--- config.mk ---
export PLATFORM = sky130hd
export DESIGN_NAME = muldiv_sequencer
export DESIGN_NICKNAME = d
export VERILOG_FILES = /design/src/rtl/mips_muldiv_pkg.sv /design/src/rtl/muldiv_sequencer_div_step.sv /design/src/rtl/muldiv_sequencer.sv
export SDC_FILE = /design/constraint.sdc
export NUM_CORES = 1
export LEC_CHECK = 0
export ABC_AREA = 1
export ABC_CLOCK_PERIOD_IN_PS = 19100
export CORE_MARGIN = 5
export CORE_UTILIZATION = 35
export DETAILED_ROUTE_END_ITERATION = 16
export SETUP_SLACK_MARGIN = 0.15
export SLEW_MARGIN = 20
export SYNTH_ARGS = -nofsm -noshare
export SYNTH_HDL_FRONTEND = slang
export SYNTH_HIERARCHICAL = 1
export SYNTH_SLANG_ARGS = --single-unit
--- constraint.sdc ---
create_clock -name clk -period 19.1 [get_ports clk]
set_input_delay 3.82 -clock clk [delete_from_list [all_inputs] [get_ports clk]]
set_output_delay 3.82 -clock clk [all_outputs]
set_load 0.05 [all_outputs]
--- src/rtl/mips_muldiv_pkg.sv ---
// Shared definitions for the HI/LO multiply/divide sequencer.
//   op_e        : encoding of the 2-bit op field from decode
//   state_e     : sequencer FSM states
//   ITER_COUNT  : number of radix-2 iteration steps per operation
//   CNT_W       : width of the iteration counter (holds 0..ITER_COUNT)
package mips_muldiv_pkg;

    typedef enum logic [1:0] {
        OP_DIVU  = 2'd0,
        OP_DIV   = 2'd1,
        OP_MULTU = 2'd2,
        OP_MULT  = 2'd3
    } op_e;

    typedef enum logic [1:0] {
        S_IDLE  = 2'd0,
        S_ITER  = 2'd1,
        S_FIXUP = 2'd2
    } state_e;

    localparam int ITER_COUNT = 32;
    localparam int CNT_W      = $clog2(ITER_COUNT) + 1;

endpackage

--- src/rtl/muldiv_sequencer_div_step.sv ---
// div_step: one combinational restoring-division step.
//   rem       in  : partial remainder (always < divisor for a non-zero divisor)
//   quot      in  : dividend bits still to be consumed, quotient bits so far in the LSBs
//   divisor   in  : unsigned divisor
//   rem_next  out : remainder after the trial subtract
//   quot_next out : quotient register shifted left with the new quotient bit
module div_step
    import mips_muldiv_pkg::*;
#(
    parameter int WIDTH = 32
) (
    input  logic [WIDTH-1:0] rem,
    input  logic [WIDTH-1:0] quot,
    input  logic [WIDTH-1:0] divisor,
    output logic [WIDTH-1:0] rem_next,
    output logic [WIDTH-1:0] quot_next
);

    logic [WIDTH:0] shifted;
    logic [WIDTH:0] diff;

    // Shift the next dividend bit into the remainder; one extra bit keeps the
    // trial subtract exact, so diff's MSB is a clean borrow flag.
    assign shifted   = {rem, quot[WIDTH-1]};
    assign diff      = shifted - {1'b0, divisor};
    assign rem_next  = diff[WIDTH] ? shifted[WIDTH-1:0] : diff[WIDTH-1:0];
    assign quot_next = {quot[WIDTH-2:0], ~diff[WIDTH]};

endmodule

--- src/rtl/muldiv_sequencer.sv ---
// muldiv_sequencer: multi-cycle controller for the HI/LO arithmetic resource.
// Runs DIV/DIVU (and MULT/MULTU when MULDIV_MULT_EN is defined) as 32 radix-2
// steps followed by a sign-fixup cycle that writes HI/LO, and services
// MTHI/MTLO while idle. Latency is 33 cycles from accept to the HI/LO write.
// Optional feature macro: MULDIV_MULT_EN (adds the shift-add multiplier).
// Ports:
//   clk, reset        : clock, asynchronous active-high reset
//   start, op         : issue an arithmetic op (0=DIVU 1=DIV 2=MULTU 3=MULT)
//   rs_val, rt_val    : dividend/multiplicand, divisor/multiplier
//   hi_we, lo_we      : MTHI / MTLO write strobes, data on wdata
//   rd_req            : MFHI/MFLO in decode
//   busy              : operation in flight
//   stall             : pipeline must hold the current HI/LO request
//   done              : one-cycle pulse after HI/LO take a result
//   hi, lo            : HI and LO registers
module muldiv_sequencer
    import mips_muldiv_pkg::*;
#(
    parameter int WIDTH = 32
) (
    input  logic             clk,
    input  logic             reset,
    input  logic             start,
    input  logic [1:0]       op,
    input  logic [WIDTH-1:0] rs_val,
    input  logic [WIDTH-1:0] rt_val,
    input  logic             hi_we,
    input  logic             lo_we,
    input  logic [WIDTH-1:0] wdata,
    input  logic             rd_req,
    output logic             busy,
    output logic             stall,
    output logic             done,
    output logic [WIDTH-1:0] hi,
    output logic [WIDTH-1:0] lo
);

    localparam logic [CNT_W-1:0] CNT_LAST = CNT_W'(ITER_COUNT - 1);

    state_e           state;
    state_e           next_state;
    logic [CNT_W-1:0] counter;
    logic [WIDTH-1:0] rem;
    logic [WIDTH-1:0] quot;
    logic [WIDTH-1:0] divisor;
    logic [WIDTH-1:0] rs_orig;
    logic             neg_res;
    logic             neg_rem;
    logic             div_zero;

    logic             op_signed;
    logic             op_ok;
    logic             accept;
    logic             rs_neg;
    logic             rt_neg;
    logic [WIDTH-1:0] rs_abs;
    logic [WIDTH-1:0] rt_abs;
    logic [WIDTH-1:0] rem_next;
    logic [WIDTH-1:0] quot_next;
    logic [WIDTH-1:0] res_hi;
    logic [WIDTH-1:0] res_lo;

    // Signed ops work on magnitudes; the sign flags captured at accept are
    // applied once in FIXUP.
    assign op_signed = (op == OP_DIV) || (op == OP_MULT);
    assign rs_neg    = op_signed & rs_val[WIDTH-1];
    assign rt_neg    = op_signed & rt_val[WIDTH-1];
    assign rs_abs    = rs_neg ? -rs_val : rs_val;
    assign rt_abs    = rt_neg ? -rt_val : rt_val;

`ifdef MULDIV_MULT_EN
    logic               is_mul;
    logic [WIDTH:0]     mul_sum;
    logic [2*WIDTH-1:0] prod_abs;
    logic [2*WIDTH-1:0] prod_fix;

    // Multiply keeps the partial product in rem and the multiplier in quot;
    // each step conditionally adds the multiplicand and shifts right by one.
    assign op_ok    = 1'b1;
    assign mul_sum  = {1'b0, rem} + (quot[0] ? {1'b0, divisor} : {(WIDTH+1){1'b0}});
    assign prod_abs = {rem, quot};
    assign prod_fix = neg_res ? -prod_abs : prod_abs;
`else
    // Without the multiplier, multiply opcodes are simply not accepted.
    assign op_ok = ~op[1];
`endif

    assign accept = (state == S_IDLE) && start && op_ok;
    assign busy   = (state != S_IDLE);
    assign stall  = busy & (start | rd_req | hi_we | lo_we);

    div_step #(.WIDTH(WIDTH)) u_div_step (
        .rem       (rem),
        .quot      (quot),
        .divisor   (divisor),
        .rem_next  (rem_next),
        .quot_next (quot_next)
    );

    // State register.
    always_ff @(posedge clk or posedge reset) begin
        if (reset) begin
            state <= S_IDLE;
        end else begin
            state <= next_state;
        end
    end

    // Next-state logic: IDLE -> ITER on accept, ITER for ITER_COUNT edges,
    // then a single FIXUP cycle back to IDLE.
    always_comb begin
        next_state = state;
        case (state)
            S_IDLE:  if (accept) next_state = S_ITER;
            S_ITER:  if (counter == CNT_LAST) next_state = S_FIXUP;
            S_FIXUP: next_state = S_IDLE;
            default: next_state = S_IDLE;
        endcase
    end

    // Final HI/LO values: quotient takes the XOR of the operand signs,
    // remainder the dividend's sign. Divide-by-zero returns all-ones and the
    // untouched dividend regardless of what the iteration produced.
    always_comb begin
        res_lo = neg_res ? -quot : quot;
        res_hi = neg_rem ? -rem : rem;
        if (div_zero) begin
            res_lo = '1;
            res_hi = rs_orig;
        end
`ifdef MULDIV_MULT_EN
        if (is_mul) begin
            res_hi = prod_fix[2*WIDTH-1:WIDTH];
            res_lo = prod_fix[WIDTH-1:0];
        end
`endif
    end

    // Datapath: MT writes and operand capture while idle, one radix-2 step
    // per ITER edge, HI/LO write plus done pulse on the FIXUP edge.
    always_ff @(posedge clk or posedge reset) begin
        if (reset) begin
            hi       <= '0;
            lo       <= '0;
            done     <= 1'b0;
            counter  <= '0;
            rem      <= '0;
            quot     <= '0;
            divisor  <= '0;
            rs_orig  <= '0;
            neg_res  <= 1'b0;
            neg_rem  <= 1'b0;
            div_zero <= 1'b0;
`ifdef MULDIV_MULT_EN
            is_mul   <= 1'b0;
`endif
        end else begin
            done <= 1'b0;
            case (state)
                S_IDLE: begin
                    if (hi_we) hi <= wdata;
                    if (lo_we) lo <= wdata;
                    if (accept) begin
                        counter  <= '0;
                        rem      <= '0;
                        quot     <= rs_abs;
                        divisor  <= rt_abs;
                        rs_orig  <= rs_val;
                        neg_res  <= rs_neg ^ rt_neg;
                        neg_rem  <= rs_neg;
                        div_zero <= (rt_val == '0);
`ifdef MULDIV_MULT_EN
                        is_mul   <= op[1];
`endif
                    end
                end
                S_ITER: begin
                    counter <= counter + CNT_W'(1);
`ifdef MULDIV_MULT_EN
                    if (is_mul) begin
                        rem  <= mul_sum[WIDTH:1];
                        quot <= {mul_sum[0], quot[WIDTH-1:1]};
                    end else begin
                        rem  <= rem_next;
                        quot <= quot_next;
                    end
`else
                    rem  <= rem_next;
                    quot <= quot_next;
`endif
                end
                S_FIXUP: begin
                    hi   <= res_hi;
                    lo   <= res_lo;
                    done <= 1'b1;
                end
                default: ;
            endcase
        end
    end

endmodule

-- Word level (Yosys, flattened, before mapping)
Index checks and enable logic that the tools add are counted.
- $add $sub $neg: 6
- eq/ne operators: 9
- multiplexer cells: 21
- bitwise operators: 9
- reduce and logical (&&, ||, !) cells: 13
- operator list (operator ; number):
    32-bit two-way mux ; 11
    32-bit one-hot mux with 2 select lines ; 4
    32-bit negator ; 4
    33-bit by 32-bit subtractor with 33-bit output ; 1
    32-bit logical NOT ; 1
    6-bit one-hot mux with 2 select lines ; 1
    2-bit AND reduction ; 5
    2-bit != test, second input constant ; 4
    6-bit by 1-bit adder with 6-bit output, second input constant ; 1
    6-bit by 5-bit == test with 1-bit output, second input constant ; 1
    6-bit two-way mux ; 1
    2-bit nonzero test ; 3
    2-bit by 1-bit == test with 1-bit output, second input constant ; 2
    2-bit == test, second input constant ; 2
    2-bit two-way mux ; 2
    2-bit one-hot mux with 2 select lines ; 1
    1-bit AND ; 3
    1-bit bitwise OR ; 3
    1-bit logical AND ; 2
    2-bit logical NOT ; 1
    1-bit NOT ; 2
    1-bit logical OR ; 1
    1-bit two-way mux ; 1
    1-bit bitwise XOR ; 1
- flip-flop bits (word level): 204
- bits of input ports: 104
- output and inout port bits: 67
- word-level logic and storage cells: 70

-- Logic depth before layout (Yosys ltp)
- word-level depth: 6
- depth in mapped cells: 19
- depth with buffers taken out: 18

-- Hierarchy
The synthesis kept the hierarchy.
- by module, submodules not included (module ; instances ; cells an instance ; area each (µm²) ; sequential area each (µm²)):
    muldiv_sequencer ; 1 ; 1848 ; 12438.2 ; 5104.9
    div_step ; 1 ; 711 ; 3383.2 ; 0.0

-- Least setup slack after synthesis
Ideal clock, no wire load.
- kind: input to output
- from: input port start
- to: output port stall
- arrival time: 4.615 ns
- required time: 15.280 ns
- setup slack: 10.665 ns
- stages on the path: 2
- buffers on the path: 0
- path through: nor4_1 a21oi_1
- word-level cells in the longest chain between the ends: 4
- RTL lines (what ; line ; text):
    start: declaration ; muldiv_sequencer.sv:23 ; input logic start,
    1-bit bitwise OR (3 in a row) ; muldiv_sequencer.sv:90 ; assign stall = busy & (start | rd_req | hi_we | lo_we);
    1-bit AND ; muldiv_sequencer.sv:90 ;
    end: declaration ; muldiv_sequencer.sv:32 ; output logic stall,
No other way between the ends.

-- Worst setup path in the final report
Ends and elaborated chain as after synthesis.

==> key figures <==
Synthesis
  – Synth top area share: 0.323
  – Top post-synthesis cells by area: dfrtp_1 32%, nand2_1 19%, nor2_1 8.5%, inv_1 8.3%, nand3_1 6.4%
  – Syn Inst Count: 2559
  – Number of synthesized flops with an enable pin: 0
  – Synth warn: 6
  – Most numerous cell in the Yosys netlist: nand2_1
  – Most used flip-flop cell after synthesis: dfrtp_1
  – Largest area contributor in the netlist: dfrtp_1
  – Syn avg cell area: 6.18 sq um
  – Commonest cells in the netlist: 783 x nand2_1, 358 x nor2_1, 351 x inv_1, 204 x dfrtp_1, 203 x nand3_1
  – Synth unique cells: 43
  – Post-synth net total: 2701
  – Sequential-to-total area share from yosys stat: 0.323
  – Mapped Area: 15800 sq um
  – Seq cells post-synth: 204
  – Ys async rst share: 1.00

Clocking
  – CTS tree: built
  – Root buf cell: clkbuf_16
  – Clk sinks: 204
  – Clock transition at path regs: 0.06 ns
  – H-tree depth reported by CTS: 1
  – Post-cts resize count: 0
  – Total CTS buffers: 26
  – Post-CTS Setup Inserts: 0
  – # hold bufs at CTS: 0
  – Worst skew pair latency: 0.57 ns
  – Maximum buffer depth of the clock tree: 3

Power and ir drop
  – Seq pwr share: 0.236
  – Clock power share: 0.155
  – Peak supply drop: 0.0843 mV
  – Sw Share: 0.531
  – Switch Pwr: 1910 uW
  – Lkg Pwr: 0.00946 uW
  – Internal power: 1690 uW
  – Comb pwr share: 0.609
  – Pwr dens: 192 nW/um^2

Global route
  – Initial antenna violation count: 5
  – Gr usage total: 0.243
  – Overflow after GRT: 0
  – Largest net degree at the start of global routing: 79
  – Vias in the first global route: 16091
  – First-pass GRT wire length: 95600 um

Route
  – DR pass1 iterations: 7
  – DR vias/cell: 5.10
  – Vias: 16667
  – Total routed wirelength: 62100 um
  – Wirelength per Cell: 19.0 um
  – Drt drc: 0
  – Initial DRC count: 1636
  – Antenna-violating nets left: 0

Status
  – Status: finished, final reports clean

Die
  – Die width: 223 um
  – DIE HEIGHT: 223 um
  – Starting Density: 0.351
  – Die area: 49600 sq um
  – Row count: 78
  – Boundary Pins: 171
  – Core area: 45100 sq um

Timing
  – Final Skew: 0.0373 ns
  – Fin Setup TNS: 0 ns
  – Final period utilization: 0.481
  – Fmax: 109 MHz
  – Slew HR: 0.321
  – Worst-Margin Slew: 1.02 ns
  – Slew Limit Fails: 0
  – Hold slack: 0.459 ns
  – Final hold vios: 0
  – Minimum clock period after layout: 9.19 ns
  – Final number of setup-violating endpoints: 0
  – RSZ-0062 raised after global routing: no

Cells and area
  – Filler instances: 4941
  – Layout cells sized above 1: 0.0348
  – Register Area: 5100 sq um
  – Layout area overhead: 18.6%
  – Area of the multi-input gates: 8770 sq um
  – Nets: 2793

Worst setup path
  – Worst setup SP type: input port
  – CP required: 15.28 ns
  – Most frequent CP cell: clkdlybuf4s50_1
  – CP max-delay cell: clkdlybuf4s50_1
  – Max stage delay on crit path: 0.74 ns
  – Critical-path cell list: clkdlybuf4s50_1 -> nor4_1 -> a21oi_1 -> clkdlybuf4s50_1
  – Crit Path Category: input port to output port
  – Worst Setup End Kind: output port
  – Crit path from: start
  – Worst path arrival time: 5.37 ns
  – CP Max Fanout: 2
  – Worst R2R Start: state[0]
  – CP delay by family, top: buffers and inverters
  – Critical path buffer and inverter count: 2

Placed design
  – Port Buffers: 170
  – Routability cong.: 0.930
  – Detailed placement HPWL: 49100 um

Worst hold path
  – Worst hold start: counter[5]
  – Worst min path class: flip-flop to flip-flop

Flow run
  – Max-cap violations: 0
[routing by layer]
layer / routed length, um / track usage
met1: 29100 / 0.355
met2: 26900 / 0.373
met3: 4490 / 0.0427
met4: 1600 / 0.0609
met5: 27 / 0
[kinds of logic after synthesis]
group / synth area share
AOI/OAI and AO/OA: 0.128
xor gates and xnor gates: 0.0205
adders and majority gates: 0.0305
buffers and inverters: 0.125
DFF: 0.323
and+or+nand+nor: 0.373
[path summary, 6_finish.rpt]
check                            to  slack, ns  cells past startpoint
max in group asynchronous     hi[0]      14.08                      3
hold reg to reg            state[1]       0.46                      1
hold / removal             state[1]       0.46                      1
min in group asynchronous   rem[14]       3.71                      2
setup / recovery              stall       9.91                      4
setup reg to reg            rem[21]      15.53                      8
[area by class of cell]
class / instances / share of cell area
Multi-Input combinational cell: 1877 / 0.468
Sequential cell: 204 / 0.272
Timing Repair Buffer: 182 / 0.0957
Inverter: 360 / 0.0724
Tap cell: 600 / 0.0400
Clock buffer: 30 / 0.0376
Clock inverter: 17 / 0.0144
Antenna cell: 1 / 0.000133
[per-stage QoR]
stage               cell area (sq um)  cells   util  power (uW)  setup slack [ns]
floorplan                       15800   2559      -        2380              9.71
global placement                17800   3223  0.394        3000              9.94
detailed placement              17800   3223  0.394        3030              9.91
CTS                             18800   3270  0.416        3600              9.91
global route                    18800   3270  0.416        3910              9.82
finish                          18800   3271  0.416        3600              9.91
[registers in the layout, summed over array words and instances (netlist names)]
signal,flops
divisor,32
hi,32
lo,32
quot,32
rem,32
rs_orig,32
counter,6
state,2
div_zero,1
done,1
neg_rem,1
neg_res,1
[placed cells by master (no fill, tap or decap), types with 4 or more instances in the layout]
cell type,instances
nor3_1,18
o31ai_1,4
a32o_1,7
inv_2,6
nand3_1,203
bufinv_16,6
nand3b_1,7
nand2_2,10
clkbuf_16,26
o2111ai_1,10
or2_2,5
clkdlybuf4s50_1,170
xor2_1,36
buf_4,11
o21ai_0,141
o211ai_1,16
a21oi_1,144
nor2_1,356
o21bai_1,7
o21ai_1,7
ha_1,37
a31oi_1,17
inv_1,350
nand4_1,35
dfrtp_1,204
and2_1,5
nand2_1,783
clkbuf_8,4
nor4_1,4
[power by group through the flow]
stage	clock, uW	sequential, uW	combinational, uW
floorplan	0	986	1400
global placement	0	848	2160
detailed placement	0	853	2180
CTS	564	847	2190
global route	585	872	2450
finish	558	849	2190
(Power assumes the default switching activity.)
